$ cat src/rtl/opfetch_pkg.sv
// Shared constants and types for the operand-fetch stage and the integer register file.
package opfetch_pkg;
  localparam int N_REGS   = 16;
  localparam int REG_ID_W = 5;
  localparam int XLEN     = 32;
  localparam int IDX_W    = $clog2(N_REGS);

  typedef enum logic {OF_EMPTY, OF_FULL} of_state_t;

  typedef struct packed {
    logic [XLEN-1:0]     a;
    logic [XLEN-1:0]     b;
    logic [REG_ID_W-1:0] rd;
    logic                rd_wen;
  } op_t;

  // x0 and indices beyond the RV32E file are never tracked or written.
  function automatic logic is_real(input logic [REG_ID_W-1:0] r);
    return (r != '0) && (r < REG_ID_W'(N_REGS));
  endfunction
endpackage

$ cat src/rtl/opfetch_scoreboard.sv
// Per-register busy bitmap with writeback clear, issue set and the sticky orphan-writeback flag.
module opfetch_scoreboard
  import opfetch_pkg::*;
(
  input  logic                clock,
  input  logic                reset,
  input  logic                set_en,
  input  logic [REG_ID_W-1:0] set_rd,
  input  logic                wb_valid,
  input  logic [REG_ID_W-1:0] wb_rd,
  input  logic [REG_ID_W-1:0] rs1,
  input  logic [REG_ID_W-1:0] rs2,
  input  logic [REG_ID_W-1:0] rd,
  output logic                rs1_busy,
  output logic                rs2_busy,
  output logic                rd_busy,
  output logic                rs1_byp,
  output logic                rs2_byp,
  output logic                sb_err
);
  logic [N_REGS-1:0] busy_q, busy_d, set_vec, clr_vec, eff_busy;
  logic              err_set;

  function automatic logic pick(input logic [N_REGS-1:0] vec, input logic [REG_ID_W-1:0] idx);
    return is_real(idx) ? vec[idx[IDX_W-1:0]] : 1'b0;
  endfunction

  assign set_vec[0] = 1'b0;
  assign clr_vec[0] = 1'b0;

  for (genvar r = 1; r < N_REGS; r++) begin : g_reg
    assign set_vec[r] = set_en   && (set_rd == REG_ID_W'(r));
    assign clr_vec[r] = wb_valid && (wb_rd  == REG_ID_W'(r));
  end

  // Set after clear: a younger writer issued alongside the writeback keeps the bit.
  assign busy_d   = (busy_q & ~clr_vec) | set_vec;
  assign eff_busy = busy_q & ~clr_vec;

  assign rs1_busy = pick(eff_busy, rs1);
  assign rs2_busy = pick(eff_busy, rs2);
  assign rd_busy  = pick(eff_busy, rd);
  assign rs1_byp  = pick(clr_vec, rs1);
  assign rs2_byp  = pick(clr_vec, rs2);
  assign err_set  = wb_valid && is_real(wb_rd) && !pick(busy_q, wb_rd);

  always_ff @(posedge clock or posedge reset) begin
    if (reset) begin
      busy_q <= '0;
      sb_err <= 1'b0;
    end else begin
      busy_q <= busy_d;
      if (err_set) sb_err <= 1'b1;
    end
  end
endmodule

$ cat src/rtl/opfetch.sv
// Operand fetch: hazard stall, writeback bypass, one-entry operand register and register-file write port.
module opfetch
  import opfetch_pkg::*;
(
  input  logic                clock,
  input  logic                reset,
  input  logic                iss_valid,
  output logic                iss_ready,
  input  logic [REG_ID_W-1:0] iss_rs1,
  input  logic [REG_ID_W-1:0] iss_rs2,
  input  logic [REG_ID_W-1:0] iss_rd,
  input  logic                iss_rd_wen,
  input  logic                wb_valid,
  input  logic [REG_ID_W-1:0] wb_rd,
  input  logic [XLEN-1:0]     wb_data,
  output logic [REG_ID_W-1:0] rf_rs1,
  output logic [REG_ID_W-1:0] rf_rs2,
  input  logic [XLEN-1:0]     rf_rdata1,
  input  logic [XLEN-1:0]     rf_rdata2,
  output logic                rf_wen,
  output logic [REG_ID_W-1:0] rf_rd,
  output logic [XLEN-1:0]     rf_wdata,
  output logic                op_valid,
  input  logic                op_ready,
  output logic [XLEN-1:0]     op_a,
  output logic [XLEN-1:0]     op_b,
  output logic [REG_ID_W-1:0] op_rd,
  output logic                op_rd_wen,
  output logic                sb_err
);
  of_state_t       state_q, state_d;
  op_t             op_q;
  logic            rs1_busy, rs2_busy, rd_busy, rs1_byp, rs2_byp;
  logic            stall, accept;
  logic [XLEN-1:0] src_a, src_b;

  assign rf_rs1   = iss_rs1;
  assign rf_rs2   = iss_rs2;
  assign rf_wen   = wb_valid && is_real(wb_rd);
  assign rf_rd    = wb_rd;
  assign rf_wdata = wb_data;

  assign stall     = rs1_busy || rs2_busy || (iss_rd_wen && rd_busy) ||
                     ((state_q == OF_FULL) && !op_ready);
  assign iss_ready = !stall;
  assign accept    = iss_valid && iss_ready;

  // Same-cycle writeback wins over the file, whose write only lands at the edge.
  assign src_a = !is_real(iss_rs1) ? '0 : (rs1_byp ? wb_data : rf_rdata1);
  assign src_b = !is_real(iss_rs2) ? '0 : (rs2_byp ? wb_data : rf_rdata2);

  opfetch_scoreboard u_sb (
    .clock    (clock),
    .reset    (reset),
    .set_en   (accept && iss_rd_wen && is_real(iss_rd)),
    .set_rd   (iss_rd),
    .wb_valid (wb_valid),
    .wb_rd    (wb_rd),
    .rs1      (iss_rs1),
    .rs2      (iss_rs2),
    .rd       (iss_rd),
    .rs1_busy (rs1_busy),
    .rs2_busy (rs2_busy),
    .rd_busy  (rd_busy),
    .rs1_byp  (rs1_byp),
    .rs2_byp  (rs2_byp),
    .sb_err   (sb_err)
  );

  always_ff @(posedge clock or posedge reset) begin
    if (reset) state_q <= OF_EMPTY;
    else       state_q <= state_d;
  end

  always_comb begin
    state_d = state_q;
    case (state_q)
      OF_EMPTY: if (accept) state_d = OF_FULL;
      OF_FULL:  if (op_ready && !accept) state_d = OF_EMPTY;
      default:  state_d = OF_EMPTY;
    endcase
  end

  always_ff @(posedge clock or posedge reset) begin
    if (reset) op_q <= '0;
    else if (accept) op_q <= '{a: src_a, b: src_b, rd: iss_rd, rd_wen: iss_rd_wen};
  end

  assign op_valid  = (state_q == OF_FULL);
  assign op_a      = op_q.a;
  assign op_b      = op_q.b;
  assign op_rd     = op_q.rd;
  assign op_rd_wen = op_q.rd_wen;
endmodule

$ cat config.mk
export PLATFORM = sky130hd
export DESIGN_NAME = opfetch
export DESIGN_NICKNAME = d
export VERILOG_FILES = /design/src/rtl/opfetch_pkg.sv /design/src/rtl/opfetch_scoreboard.sv /design/src/rtl/opfetch.sv
export SDC_FILE = /design/constraint.sdc
export NUM_CORES = 1
export LEC_CHECK = 0
export CORE_UTILIZATION = 35
export CTS_BUF_LIST = sky130_fd_sc_hd__clkbuf_16
export DETAILED_ROUTE_END_ITERATION = 8
export PLACE_DENSITY = 0.71
export SETUP_SLACK_MARGIN = 0.2
export SLEW_MARGIN = 20
export SYNTH_ARGS = -nofsm -noshare
export SYNTH_HDL_FRONTEND = slang
export SYNTH_HIERARCHICAL = 1
export SYNTH_SLANG_ARGS = --single-unit
$ cat constraint.sdc
create_clock -name clock -period 3.1 [get_ports clock]
set_input_delay 0.31 -clock clock [delete_from_list [all_inputs] [get_ports clock]]
set_output_delay 0.31 -clock clock [all_outputs]
set_load 0.01 [all_outputs]
==> results.tsv <==
stage	metric	value	unit
status	status	complete, no violations	
cells_and_area	multi-input logic area	0.00307	mm^2
synthesis	Synth top area share	38.1	%
timing	Final setup viols	0	
synthesis	register area share after synthesis	38.1	%
timing	RSZ-0062 raised after global routing	no	
worst_setup_path	r2r worst-path depth	10	
worst_setup_path	WP data arrival	3.10	ns
clock_network	worst-skew pair later-pin latency	0.34	ns
floorplanning	height of the die	130	um
routing	WL/cell	20.8	um
synthesis	EDFF count, synth	0	
worst_setup_path	RR Startpoint	u_sb/busy_q[12]	
pwr	Psw	1.10	mW
placed_design	pre-CTS WS	-0.466	ns
timing	fin crit share	91.7	%
synthesis	post-synthesis compound-gate area fraction	18.7	%
worst_setup_path	worst-path maximum fanout	7	
routing	vias	5599	
pwr	switching share of power	29.2	%
global_routing	global-route wire length before repair	30400	um
worst_setup_path	Setup crit end kind	flop	
clock_network	CTS tree	built	
floorplanning	I/O pins	243	
timing	Final WS setup	0.258	ns
synthesis	Yosys Warn Count	6	
routing	Pre-antenna DRT Iters	5	
clock_network	CTS Sinks	87	
synthesis	simple-gate share of the synthesized area	11.4	%
cells_and_area	FF+latch area	0.00219	mm^2
synthesis	cell area after synthesis	0.00572	mm^2
clock_network	Inserted Clock Buffers	9	
clock_network	clock root buffer master	clkbuf_16	
cells_and_area	share of post-route cells with drive strength above 1	30.6	%
cells_and_area	cell area after layout	0.00917	mm^2
timing	minimum clock period	2.84	ns
synthesis	Avg Inst Size Synth	10.8	um^2
timing	Setup Skew	0.0104	ns
pwr	PD cells	411	mW/mm^2
placed_design	port buffer count	242	
routing	vias per cell	5.56	
pwr	clock power share	28.6	%
timing	fin. max-slew vios	0	
global_routing	initial antenna violation count	0	
clock_network	H-tree depth	3	
worst_setup_path	flop-to-flop setup slack	0.30	ns
routing	total routed wirelength	21000	um
cells_and_area	FILL cells	1358	
floorplanning	full die area	0.0168	mm^2
timing	highest attainable clock frequency	0.352	GHz
synthesis	distinct cell type count after synthesis	67	
cells_and_area	nets	908	
global_routing	Total Routing Usage GR	23.7	%
routing	1st-iter DRT viols	414	
synthesis	syn nets	652	
timing	Fin. Hold Viols	0	
synthesis	Post-synth ARST share	100	%
synthesis	cells after synthesis	530	
timing	pin slew with the least headroom to its limit	0.659	ns
clock_network	CTS Buffer Depth	2	
clock_network	clk slew on worst S/H paths	0.06	ns
synthesis	Synth area leader	dfrtp_1	
synthesis	mux cell area share after synthesis	19.9	%
synthesis	top_reg_cell synth	dfrtp_1	
synthesis	main combinational cell family by area after synthesis	multiplexers	
pwr	Reg power frac	37.5	%
pwr	Power, Total	3.77	mW
flow_run	max-cap violations	0	
worst_setup_path	Setup crit start kind	input port	
floorplanning	core area	0.0159	mm^2
worst_setup_path	WP data required	3.36	ns
worst_setup_path	reg-to-reg endpoint	u_sb/busy_q[3]	
synthesis	Synth Area in XOR/XNOR	0.766	%
cells_and_area	synthesis-to-layout area growth	60.5	%
global_routing	number of global-route vias before repair	5510	
clock_network	Hold Buf Count CTS	0	
routing	residual DRC count	0	
floorplanning	row cnt	46	
placed_design	gpl congestion	0.905	
floorplanning	initial core utilization	35.9	%
global_routing	grt ovf	0	
synthesis	#FFs+latches synth	87	
timing	Rel. slew slack	56.0	%
cells_and_area	diodes inserted	0	
worst_setup_path	crit path kind	input port to flop	
synthesis	Synth area leaders	dfrtp_1 (38%), mux2_2 (14%), a32o_1 (11%), buf_4 (6.3%), mux2i_1 (3.3%)	
synthesis	Adder-Cell Fraction of Synth Area	0	%
pwr	Pleak	3.69	nW
pwr	Power Internal	2.67	mW
global_routing	largest net degree at the start of global routing	72	
pwr	maximum vdd drop	0.343	mV
pwr	Comb pwr share	34.0	%
placed_design	placed cell areas	0.00849	mm^2
placed_design	DP Wirelength	15100	um
floorplanning	chip width	130	um
routing	Routed Antenna Nets	0	
min_path	Hold Path Class	input port to asynchronous set/reset pin	
## stage by stage
stage	instances	utilization, %	hold WS (ns)	setup TNS (ns)
floorplan	530	-	0.224	0
global placement	966	53.2	0.467	-20.77
detailed placement	966	53.2	0.480	-26.09
CTS	996	56.1	0.316	0
global route	1007	57.5	0.368	0
finish	1007	57.5	0.323	0
## synth_stat cells, types with 3 or more instances
cell type  instances
dfrtp_1           87
mux2_2            72
a32o_1            63
buf_4             48
o21ai_0           29
buf_2             25
nand2_1           22
nor2_1            21
mux2i_1           19
clkbuf_1          12
a21oi_1           11
nand2b_1           9
nor3_1             9
mux4_2             6
nand3_1            6
inv_1              5
buf_1              4
nor3b_1            4
nor4_1             4
buf_8              3
nand3b_1           3
nand4b_1           3
o211ai_1           3
o31ai_1            3
or3_1              3
xnor2_1            3
## cells by family after synthesis
kind of cell	count (synthesis)
buffers and inverters	100
flip-flops	87
XOR/XNOR	5
multiplexers	97
AND/OR/NAND/NOR	109
AO/OA/AOI/OAI	132
## state kept, by name, summed over array words and instances, names as in the netlist
signal       flops
op_valid         1
op_rd            5
op_a            32
u_sb/sb_err      1
u_sb/busy_q     15
op_b            32
op_rd_wen        1
## final cells by class
type	count	share of cell area (%)
Clock buffer	9	2.45
Clock inverter	7	0.777
Inverter	6	0.286
Multi-Input combinational cell	343	33.5
Sequential cell	87	23.8
Tap cell	216	2.95
Timing Repair Buffer	339	36.2
## how the worst max path moves through the flow
stage / startpoint / to / slack, ns / cells past startpoint
after floorplan: wb_rd[2] / u_sb/busy_q[1] / 0.20 / 13
after global placement: wb_rd[1] / op_a[6] / -0.36 / 11
after detailed placement: wb_rd[2] / u_sb/busy_q[4] / -0.47 / 16
after CTS: iss_rs1[0] / op_a[14] / 0.20 / 11
after global routing: wb_rd[0] / u_sb/busy_q[3] / 0.17 / 14
final: wb_rd[0] / u_sb/busy_q[3] / 0.26 / 14
## critical path: stages
cell and delay (ns):
dlygate4sd2_1 0.26, buf_12 0.14, buf_6 0.14, xnor2_1 0.17, nand2_1 0.11, o21ai_0 0.23, a21oi_1 0.10, or4_4 0.49
nand2_2 0.11, nand4_4 0.12, nor4b_4 0.28, nand2b_1 0.10, or3_4 0.40, o21ai_2 0.14
## repair_timing
action,4_1_cts,5_1_grt
endpoints found under the hold margin,0,0
setup buffers,14,9
cloned,0,2
gates resized for setup,46,34
endpoints found under the setup margin,86,48
pin swaps,14,21
## power by group through the flow
stage | logic [mW] | registers [mW] | clock network [mW]
after floorplan | 0.472 | 1.47 | 0
after global placement | 1.21 | 1.43 | 0
after detailed placement | 1.22 | 1.44 | 0
after CTS | 1.26 | 1.41 | 1.11
after global routing | 1.35 | 1.43 | 1.16
final | 1.28 | 1.41 | 1.08
## layer usage
layer	vias up	track usage, %	part of all wire (%)
met5	-	0	0
met1	2786	29.9	40
li1	2516	-	-
met4	0	7.87	3.1
met2	253	41.0	50
met3	44	4.14	6.6
## cell usage in the layout, fill, tap and decap left out, types with 4 or more instances in the layout
master,n
mux4_2,6
nor3_1,8
dlygate4sd2_1,4
buf_4,74
dfrtp_1,79
o21ai_2,5
buf_6,12
nor2_1,18
nor4_2,4
mux2_2,72
mux2i_1,18
clkdlybuf4s50_1,230
nand2_1,19
nor3b_1,4
a32o_1,63
o21ai_1,7
a21oi_1,10
o21ai_0,19
dfrtp_2,8
clkbuf_16,11
buf_12,8
nand2b_1,9
nand3_1,6
Note: power is estimated with default switching activity, not from simulation.
